**config.mk**
```make
export PLATFORM = sky130hd
export DESIGN_NAME = fan_pwm_ctrl
export DESIGN_NICKNAME = d
export VERILOG_FILES = /design/src/rtl/fan_pwm_ctrl.sv
export SDC_FILE = /design/constraint.sdc
export NUM_CORES = 1
export LEC_CHECK = 0
export BUFFER_PORTS_ARGS = -buffer_cell sky130_fd_sc_hd__clkbuf_2
export CAP_MARGIN = 10
export CELL_PAD_IN_SITES_DETAIL_PLACEMENT = 1
export CELL_PAD_IN_SITES_GLOBAL_PLACEMENT = 2
export CORE_MARGIN = 2
export CORE_UTILIZATION = 33
export DETAILED_ROUTE_END_ITERATION = 8
export GPL_TIMING_DRIVEN = 0
export PLACE_DENSITY_LB_ADDON = 0.1
export SYNTH_ARGS = -nofsm -noshare
export SYNTH_HDL_FRONTEND = slang
export SYNTH_SLANG_ARGS = --single-unit
```
**constraint.sdc**
```tcl
create_clock -name axi_aclk -period 3.1 [get_ports axi_aclk]
set_input_delay 0.31 -clock axi_aclk [delete_from_list [all_inputs] [get_ports axi_aclk]]
set_output_delay 0.31 -clock axi_aclk [all_outputs]
set_load 0.02 [all_outputs]
```
**src/rtl/fan_pwm_ctrl.sv**
```systemverilog
// Soft-start PWM fan controller: full-duty kick, ramp to target, steady run, glitch-free retargeting.
// Define FAN_TACH_EN to add tach edge counting per window and stall detection in RUN.
module fan_pwm_ctrl #(
    parameter int DUTY_W          = 8,
    parameter int KICK_FRAMES     = 4,
    parameter int RAMP_FRAMES     = 1,
    parameter int MIN_DUTY        = 32,
    parameter int TACH_WIN_FRAMES = 64
) (
    input  logic              axi_aclk,
    input  logic              axi_areset,
    input  logic              enable,
    input  logic [15:0]       prescale,
    input  logic [DUTY_W-1:0] duty_target,
    input  logic              tach_in,
    output logic              fan_pwm,
    output logic [DUTY_W-1:0] duty_cur,
    output logic [1:0]        state,
    output logic              frame_tick,
    output logic [15:0]       tach_count,
    output logic              stall
);
    localparam logic [DUTY_W-1:0] MAX   = '1;
    localparam logic [DUTY_W-1:0] MIN_D = DUTY_W'(MIN_DUTY);
    localparam int FC_MAX = (KICK_FRAMES > RAMP_FRAMES) ? KICK_FRAMES : RAMP_FRAMES;
    localparam int FC_W   = (FC_MAX > 1) ? $clog2(FC_MAX) : 1;
    localparam logic [FC_W-1:0] KICK_LAST = FC_W'(KICK_FRAMES - 1);
    localparam logic [FC_W-1:0] RAMP_LAST = FC_W'(RAMP_FRAMES - 1);

    typedef enum logic [1:0] {IDLE = 2'd0, KICK = 2'd1, RAMP = 2'd2, RUN = 2'd3} state_t;

    state_t            st;
    logic [15:0]       pre_cnt, prescale_q;
    logic [DUTY_W-1:0] step_cnt, target_q, tgt, duty_step;
    logic [FC_W-1:0]   frame_cnt;
    logic              step_tick, frame_end;

    assign state = st;

    always_comb begin
        step_tick = (st != IDLE) && (pre_cnt == prescale_q);
        frame_end = step_tick && (step_cnt == MAX);
        // Non-zero targets below the stall threshold are lifted to MIN_DUTY.
        tgt = ((target_q != '0) && (target_q < MIN_D)) ? MIN_D : target_q;
        duty_step = duty_cur;
        if (duty_cur < tgt)
            duty_step = duty_cur + DUTY_W'(1);
        else if (duty_cur > tgt)
            duty_step = duty_cur - DUTY_W'(1);
    end

    always_ff @(posedge axi_aclk or posedge axi_areset) begin
        if (axi_areset) begin
            st         <= IDLE;
            duty_cur   <= '0;
            fan_pwm    <= 1'b0;
            frame_tick <= 1'b0;
            pre_cnt    <= '0;
            step_cnt   <= '0;
            frame_cnt  <= '0;
            prescale_q <= '0;
            target_q   <= '0;
        end else if (!enable) begin
            st         <= IDLE;
            duty_cur   <= '0;
            fan_pwm    <= 1'b0;
            frame_tick <= 1'b0;
            pre_cnt    <= '0;
            step_cnt   <= '0;
            frame_cnt  <= '0;
        end else begin
            frame_tick <= frame_end;
            fan_pwm    <= (duty_cur == MAX) || (step_cnt < duty_cur);
            if (st == IDLE) begin
                st         <= KICK;
                duty_cur   <= MAX;
                frame_cnt  <= '0;
                pre_cnt    <= '0;
                step_cnt   <= '0;
                prescale_q <= prescale;
                target_q   <= duty_target;
            end else begin
                if (step_tick) begin
                    pre_cnt  <= '0;
                    step_cnt <= step_cnt + DUTY_W'(1);
                end else begin
                    pre_cnt <= pre_cnt + 16'd1;
                end
                // Decisions use the target sampled at the previous frame boundary.
                if (frame_end) begin
                    prescale_q <= prescale;
                    target_q   <= duty_target;
                    case (st)
                        KICK: begin
                            if (frame_cnt == KICK_LAST) begin
                                frame_cnt <= '0;
                                st        <= (tgt == MAX) ? RUN : RAMP;
                            end else begin
                                frame_cnt <= frame_cnt + FC_W'(1);
                            end
                        end
                        RAMP: begin
                            if (frame_cnt == RAMP_LAST) begin
                                frame_cnt <= '0;
                                duty_cur  <= duty_step;
                                if (duty_step == tgt)
                                    st <= RUN;
                            end else begin
                                frame_cnt <= frame_cnt + FC_W'(1);
                            end
                        end
                        RUN: begin
                            if (tgt != duty_cur) begin
                                st        <= RAMP;
                                frame_cnt <= '0;
                            end
                        end
                        default: ;
                    endcase
                end
            end
        end
    end

`ifdef FAN_TACH_EN
    localparam int WIN_W = (TACH_WIN_FRAMES > 1) ? $clog2(TACH_WIN_FRAMES) : 1;
    localparam logic [WIN_W-1:0] WIN_LAST = WIN_W'(TACH_WIN_FRAMES - 1);

    logic [2:0]       tach_sync;
    logic [15:0]      edge_cnt;
    logic [WIN_W-1:0] win_cnt;
    logic             tach_rise, win_end;

    // tach_sync[1:0] is the synchronizer, tach_sync[2] the edge-detect history.
    assign tach_rise = tach_sync[1] & ~tach_sync[2];
    assign win_end   = frame_end && (win_cnt == WIN_LAST);

    always_ff @(posedge axi_aclk or posedge axi_areset) begin
        if (axi_areset) begin
            tach_sync  <= '0;
            edge_cnt   <= '0;
            win_cnt    <= '0;
            tach_count <= '0;
            stall      <= 1'b0;
        end else begin
            tach_sync <= {tach_sync[1:0], tach_in};
            if (!enable || st == IDLE) begin
                edge_cnt <= '0;
                win_cnt  <= '0;
                stall    <= 1'b0;
            end else begin
                if (frame_end)
                    win_cnt <= win_end ? '0 : win_cnt + WIN_W'(1);
                if (win_end) begin
                    tach_count <= edge_cnt;
                    stall      <= (st == RUN) && (edge_cnt == '0);
                    edge_cnt   <= {15'd0, tach_rise};
                end else if (tach_rise && edge_cnt != '1) begin
                    edge_cnt <= edge_cnt + 16'd1;
                end
            end
        end
    end
`else
    logic unused_tach;
    assign unused_tach = tach_in | (TACH_WIN_FRAMES == 0);
    assign tach_count  = '0;
    assign stall       = 1'b0;
`endif

endmodule

```
## Yosys cells after proc, flatten, opt, wreduce, memory -nomap -nowiden

Cells that the tools add are included.
W data, S select, Z words.

- Register bits after elaboration: 62
- Memories kept: 0
- Word-level logic and storage cells: 86
- Memory bits (read-only): 0
- Latch bits: 0
- RAM bits: 0
- Output and inout bits: 29
- Input bits: 28

- Reduce and logical (&&, ||, !) cells: 13
- Bitwise logic cells: 0
- $add $sub $neg: 5
- Equality and inequality tests: 19
- Shift-type cells: 0
- Multipliers: 0
- Divide/modulo/power cells: 0
- Muxes and demuxes: 36
- Order comparisons: 4

Operators with widths:

| cell | count |
|---|---|
| $mux W8 | 13 |
| $mux W16 | 5 |
| $mux W2 | 13 |
| $eq A8 B8 Y1 const B | 3 |
| $add A16 B1 Y16 const B | 1 |
| $add A8 B1 Y8 const B | 2 |
| $eq A16 B16 Y1 | 1 |
| $lt A8 B8 Y1 | 2 |
| $ne A4 B4 Y1 const B | 4 |
| $ne A3 B1 Y1 const B | 4 |
| $pmux W2 S3 | 2 |
| $eq A8 B8 Y1 | 1 |
| $gt A8 B8 Y1 | 1 |
| $lt A8 B6 Y1 const B | 1 |
| $ne A8 B8 Y1 | 1 |
| $reduce_bool A8 Y1 | 1 |
| $sub A8 B1 Y8 const B | 1 |
| $eq A2 B2 Y1 const B | 3 |
| $reduce_and A3 Y1 | 2 |
| $reduce_and A6 Y1 | 1 |
| $ne A5 B1 Y1 const B | 1 |
| $logic_not A2 Y1 | 2 |
| $reduce_bool A2 Y1 | 2 |
| $logic_and A1 B1 Y1 | 3 |
| other kinds (5) | 7 |

## Longest topological paths before layout

- Word-level depth: 13
- Mapped depth: 14
- Gate-level depth less buffers: 12

## Least setup slack after synthesis

Ideal clock, no wire load.

- Path type: register to register
- From: register target_q[7]
- To: register st[0] (netlist: state[0])
- Data arrival time: 2902 ps
- Period minus slack after synthesis: 2968 ps
- Cell stages (with the launch flop): 14
- Setup time: 65 ps
- Setup slack: 132 ps
- Required time: 3035 ps
- Buffers on the path: 2
- Path through: dfrtp_1 > clkbuf_1 > or3_1 > a21oi_1 > nor2_1 > ha_1 > a21oi_1 > o21ai_1 > or2_0 > buf_6 > o41ai_4 > xnor2_1 > nor4b_2 > a31o_1

- Longest elaborated chain between the ends: 10
- Elaborated cells between the ends (all ways): 20
- Classes of those cells: 3 x order compare; 5 x eq/ne; 9 x mux; 3 x reduce/logical

RTL lines:

| what | RTL line | RTL |
|---|---|---|
| from (decl) | 34 | `logic [DUTY_W-1:0] step_cnt, target_q, tgt, duty_step;` |
| from (signal assigned) | 81 | `target_q <= duty_target;` |
| from (signal assigned) | 92 | `target_q <= duty_target;` |
| $lt A8 B6 Y1 / $reduce_bool A8 Y1 (equally long branches) | 44 | `tgt = ((target_q != '0) && (target_q < MIN_D)) ? MIN_D : target_q;` |
| $logic_and A1 B1 Y1 | 44 |  |
| $mux W8 * | 44 |  |
| branches (longest 7 deep; another with $gt A8 B8 Y1) | n/a |  |
| to (signal assigned) | 97 | `st <= (tgt == MAX) ? RUN : RAMP;` |
| to (decl) | 32 | `state_t st;` |

Every way passes the cells marked *. The select of a mux whose other input is x is not followed.
A chain may end at the register's enable or synchronous reset.

## Final worst setup path

Same ends and word-level chain as after synthesis.

==> impl_results.html <==
<table>
<tr><th>Metric</th><th>Value</th></tr>
<tr><th colspan="2">Synth</th></tr>
<tr><td>Warnings from Yosys</td><td>0</td></tr>
<tr><td>Synthesized area</td><td>4220 sq um</td></tr>
<tr><td>Library cell with the largest summed area after synthesis</td><td>sky130_fd_sc_hd__dfrtp_1</td></tr>
<tr><td>#FFs+latches synth</td><td>62</td></tr>
<tr><td>Most used flip-flop cell after synthesis</td><td>sky130_fd_sc_hd__dfrtp_1</td></tr>
<tr><td>Post-synth EDFFs</td><td>0</td></tr>
<tr><td>Synthesized netlist cell count</td><td>429</td></tr>
<tr><td>Yosys top cell area share</td><td>36.76%</td></tr>
<tr><td>Sequential area share after synthesis</td><td>36.76%</td></tr>
<tr><td>Unique cell type count in the Yosys netlist</td><td>62</td></tr>
<tr><td>Average size of a mapped cell</td><td>9.838 sq um</td></tr>
<tr><td>Cell types occupying the most area after synthesis</td><td>sky130_fd_sc_hd__dfrtp_1 (37%), sky130_fd_sc_hd__mux2_4 (7.1%), sky130_fd_sc_hd__xnor2_1 (6.8%)</td></tr>
<tr><td>FFs w/ async S/R, synth</td><td>100.0%</td></tr>
<tr><th colspan="2">Timing</th></tr>
<tr><td>Relative max-transition margin</td><td>45.62%</td></tr>
<tr><td>Total of endpoints with negative setup slack in the final report</td><td>0</td></tr>
<tr><td>Highest attainable clock frequency</td><td>323.5 MHz</td></tr>
<tr><td>RSZ-0062 raised after global routing</td><td>yes</td></tr>
<tr><td>Number of pins exceeding their max-slew limit in the final report</td><td>0</td></tr>
<tr><td>Final worst path period share</td><td>99.70%</td></tr>
<tr><td>Setup clock skew after layout</td><td>0.008574 ns</td></tr>
<tr><td>Final count of hold timing violations</td><td>0</td></tr>
<tr><td>Final worst path period need</td><td>3.091 ns</td></tr>
<tr><td>Slew of the pin with the lowest slew margin</td><td>0.8157 ns</td></tr>
<tr><td>Post-route worst hold slack</td><td>0.1064 ns</td></tr>
<tr><th colspan="2">Worst setup path</th></tr>
<tr><td>Critical Setup Path Class</td><td>flip-flop to flip-flop</td></tr>
<tr><td>Worst endpoint data arrival time</td><td>3.32 ns</td></tr>
<tr><td>Combined buffer and inverter count along the critical path</td><td>2</td></tr>
<tr><td>Family of cells with the greatest summed delay on the critical path</td><td>simple AND/OR/NAND/NOR gates</td></tr>
<tr><td>CP max-delay cell</td><td>sky130_fd_sc_hd__dfrtp_2</td></tr>
<tr><td>Type of origin of the critical path</td><td>flip-flop</td></tr>
<tr><td>Capturing element type of the critical path</td><td>flip-flop</td></tr>
<tr><td>Maximum fanout count along the critical path</td><td>5</td></tr>
<tr><td>Critical Path, Cell by Cell</td><td>or3_4 &gt; a21oi_2 &gt; nor2_2 &gt; ha_1 &gt; nand4_1 &gt; buf_6 &gt; o211ai_1 &gt; buf_4 &gt; or2_2 &gt; xnor2_1 &gt; a21oi_1 &gt; a22o_1 &gt; a31o_1</td></tr>
<tr><td>Delay contributed by the slowest stage of the critical path</td><td>0.42 ns</td></tr>
<tr><td>Endpoint required time on the critical path</td><td>3.33 ns</td></tr>
<tr><th colspan="2">Cells and area</th></tr>
<tr><td>Final non-filler cell area</td><td>5136 sq um</td></tr>
<tr><td>Non-Filler Instances</td><td>680</td></tr>
<tr><td>Core occupancy in the finished layout</td><td>40.87%</td></tr>
<tr><td>Post-layout nets</td><td>553</td></tr>
<tr><td>Layout cells sized above 1</td><td>28.94%</td></tr>
<tr><td>Most common cell after layout, fill and taps aside</td><td>sky130_fd_sc_hd__dfrtp_1</td></tr>
<tr><td>Number of diodes added for antenna fixing</td><td>0</td></tr>
<tr><td>Area added between synthesis and finish</td><td>21.70%</td></tr>
<tr><td>Commonest non-fill, non-tap cells in the layout</td><td>sky130_fd_sc_hd__dfrtp_1 (60), sky130_fd_sc_hd__nor2_1 (46), sky130_fd_sc_hd__clkbuf_2 (38), sky130_fd_sc_hd__xnor2_1 (32), sky130_fd_sc_hd__buf_4 (28)</td></tr>
<tr><th colspan="2">Global routing</th></tr>
<tr><td>First-pass GRT wire length</td><td>18640 um</td></tr>
<tr><td>Global router's overall resource usage</td><td>18.16%</td></tr>
<tr><td>Pin count of the biggest net entering global routing</td><td>63</td></tr>
<tr><td>Final global-route overflow total</td><td>0</td></tr>
<tr><td>Antenna violations before repair</td><td>0</td></tr>
<tr><td>Via count of the first global-routing pass</td><td>3588</td></tr>
<tr><th colspan="2">Power</th></tr>
<tr><td>Largest vdd supply drop</td><td>0.2666 mV</td></tr>
<tr><td>Power per cell area</td><td>521.9 nW/um^2</td></tr>
<tr><td>LEAKAGE</td><td>2.364 nW</td></tr>
<tr><th colspan="2">Worst hold path</th></tr>
<tr><td>Min-delay worst type</td><td>input port to asynchronous set/reset pin</td></tr>
<tr><th colspan="2">Route</th></tr>
<tr><td>Ratio of routed vias to standard cells</td><td>5.056</td></tr>
<tr><td>Antenna Violating Nets Remaining</td><td>0</td></tr>
<tr><td>First-pass iteration count of the detailed router</td><td>4</td></tr>
<tr><td>Number of DRC markers in iteration 0</td><td>141</td></tr>
<tr><td>Total via count in the routed design</td><td>3438</td></tr>
<tr><td>Final Routed Wirelength</td><td>11660 um</td></tr>
<tr><td>Wire length per cell after detailed routing</td><td>17.15 um</td></tr>
<tr><td>DRC violations left</td><td>0</td></tr>
<tr><th colspan="2">Die</th></tr>
<tr><td>Chip Width</td><td>117.1 um</td></tr>
<tr><td>Core footprint</td><td>12570 sq um</td></tr>
<tr><td>DIE AREA</td><td>13710 sq um</td></tr>
<tr><td>Initial cell density of the core</td><td>33.58%</td></tr>
<tr><td>Vert. Die Dim</td><td>117.1 um</td></tr>
<tr><td>I/O pin total</td><td>57</td></tr>
<tr><td>Floorplan row count</td><td>41</td></tr>
<tr><th colspan="2">Clock network</th></tr>
<tr><td>CTS Root Cell</td><td>sky130_fd_sc_hd__clkbuf_16</td></tr>
<tr><td>Clk sinks</td><td>62</td></tr>
<tr><td>CTS tree</td><td>done</td></tr>
<tr><td>Number of buffers added to fix hold violations after cts</td><td>0</td></tr>
<tr><td>Clock transition at the registers of the reported paths</td><td>0.06 ns</td></tr>
<tr><td>Total clock buffers created by CTS</td><td>9</td></tr>
<tr><td>Clock network latency to the later pin of the worst-skew pair</td><td>0.35 ns</td></tr>
<tr><td>CTS H-Tree Depth</td><td>3</td></tr>
<tr><td>Clock buffer depth</td><td>2</td></tr>
<tr><th colspan="2">Placement</th></tr>
<tr><td>Routability congestion estimate from global placement</td><td>0.8416</td></tr>
<tr><td>Number of buffers inserted by port buffering</td><td>37</td></tr>
<tr><td>Post-detailed-placement half-perimeter wirelength</td><td>8561 um</td></tr>
<tr><td>Total instance count after detailed placement</td><td>654</td></tr>
<tr><td>Cell area after placement</td><td>4683 sq um</td></tr>
<tr><th colspan="2">Status</th></tr>
<tr><td>Status</td><td>completed</td></tr>
<tr><th colspan="2">Run</th></tr>
<tr><td>Max-capacitance violation count</td><td>0</td></tr>
</table>
synth_stat cells (2+ instances only):
master                     instances
sky130_fd_sc_hd__dfrtp_1          62
sky130_fd_sc_hd__nand2_1          21
sky130_fd_sc_hd__nand4_1          10
sky130_fd_sc_hd__a211oi_1          6
sky130_fd_sc_hd__o21bai_1          2
sky130_fd_sc_hd__or2_2             3
sky130_fd_sc_hd__nor2_1           47
sky130_fd_sc_hd__mux2_4           20
sky130_fd_sc_hd__a21oi_1          17
sky130_fd_sc_hd__ha_1             22
sky130_fd_sc_hd__or3_1             6
sky130_fd_sc_hd__inv_1            16
sky130_fd_sc_hd__a221oi_1          2
sky130_fd_sc_hd__a31oi_1           6
sky130_fd_sc_hd__mux2_2            7
sky130_fd_sc_hd__and3_1            4
sky130_fd_sc_hd__a21boi_0          3
sky130_fd_sc_hd__nand2_2           2
sky130_fd_sc_hd__o22ai_1           2
sky130_fd_sc_hd__clkbuf_1         10
sky130_fd_sc_hd__o211ai_1          2
sky130_fd_sc_hd__xnor2_1          33
sky130_fd_sc_hd__nor3_1            5
sky130_fd_sc_hd__and2_1            3
sky130_fd_sc_hd__o21a_1            2
sky130_fd_sc_hd__a21o_1            6
sky130_fd_sc_hd__mux2i_1           4
sky130_fd_sc_hd__buf_6             5
sky130_fd_sc_hd__o21ai_0          14
sky130_fd_sc_hd__nand3_1          18
sky130_fd_sc_hd__o21ai_1           2
sky130_fd_sc_hd__xor2_1           15
sky130_fd_sc_hd__and4_1            3
sky130_fd_sc_hd__buf_4            18
sky130_fd_sc_hd__nand2b_1          4
flip-flops by register name, summed over array words and instances (netlist names):
name / flops
step_cnt: 8
state: 2
duty_cur: 8
pre_cnt: 16
fan_pwm: 1
frame_tick: 1
prescale_q: 16
frame_cnt: 2
target_q: 8
metal layers:
layer	vias to the layer above	GRT usage (%)	wire (um)
li1	1623	-	-
met1	1724	22.72	5175
met2	71	30.52	5731
met3	20	3.193	467
met4	0	8.549	290
met5	-	0	0
where the power goes:
group          leakage [nW]  internal (mW)  switching, mW
registers             0.796          0.872         0.0680
logic                  1.42          0.317          0.380
clock network         0.150          0.646          0.398
final cells by class:
class                      count  area, sq um
sequential                    62         1554
timing repair buffer          48        271.5
fill                        1462         7432
buffer                        33        231.5
clock inverter                 5        57.56
clock buffer                  11        242.7
multi-input combinational    333         2501
inverter                      16        62.56
tap                          172        215.2
kinds of logic (layout without fill, tap and decap cells):
family,after synthesis,in the layout,share of synthesized area (%)
and+or+nand+nor,140,140,17.49
AOI/OAI and AO/OA,75,75,12.27
other,1,17,0.08886
xor gates and xnor gates,48,48,9.962
DFF,62,62,36.76
buffers and inverters,50,113,6.967
adders and majority gates,22,22,6.522
muxes,31,31,9.932
metrics by stage:
step / setup TNS, ns / setup WS, ns / power [mW]
detailed placement: -2.275 / -0.4572 / 1.585
global placement: -2.110 / -0.4337 / 1.573
global route: -0.1461 / -0.09091 / 2.823
finish: 0 / 0.009180 / 2.680
floorplan: 0 / 0.1321 / 1.412
CTS: -0.04323 / -0.04323 / 2.667
what timing repair did:
item / CTS / global route
endpoints found under the setup margin: 8 / 5
pin swaps: 4 / 12
resized for setup: 5 / 17
buffers inserted: 5 / 6
worst paths after layout:
kind,from,to,slack (ns),cells past startpoint
worst min-delay path,axi_areset,duty_cur[3]$_DFFE_PP0P_,0.11,2
worst max-delay path,target_q[7]$_DFFE_PP0P_,state[0]$_DFFE_PP0P_,0.009,13
min in group axi_aclk,prescale[5],prescale_q[5]$_DFFE_PP0P_,0.20,2
worst min register to register,prescale_q[12]$_DFFE_PP0P_,prescale_q[12]$_DFFE_PP0P_,0.53,1
worst max register to register,target_q[7]$_DFFE_PP0P_,state[0]$_DFFE_PP0P_,0.009,13
max in group asynchronous,axi_areset,target_q[7]$_DFFE_PP0P_,2.43,2
Power figures use the tool's default switching activity.
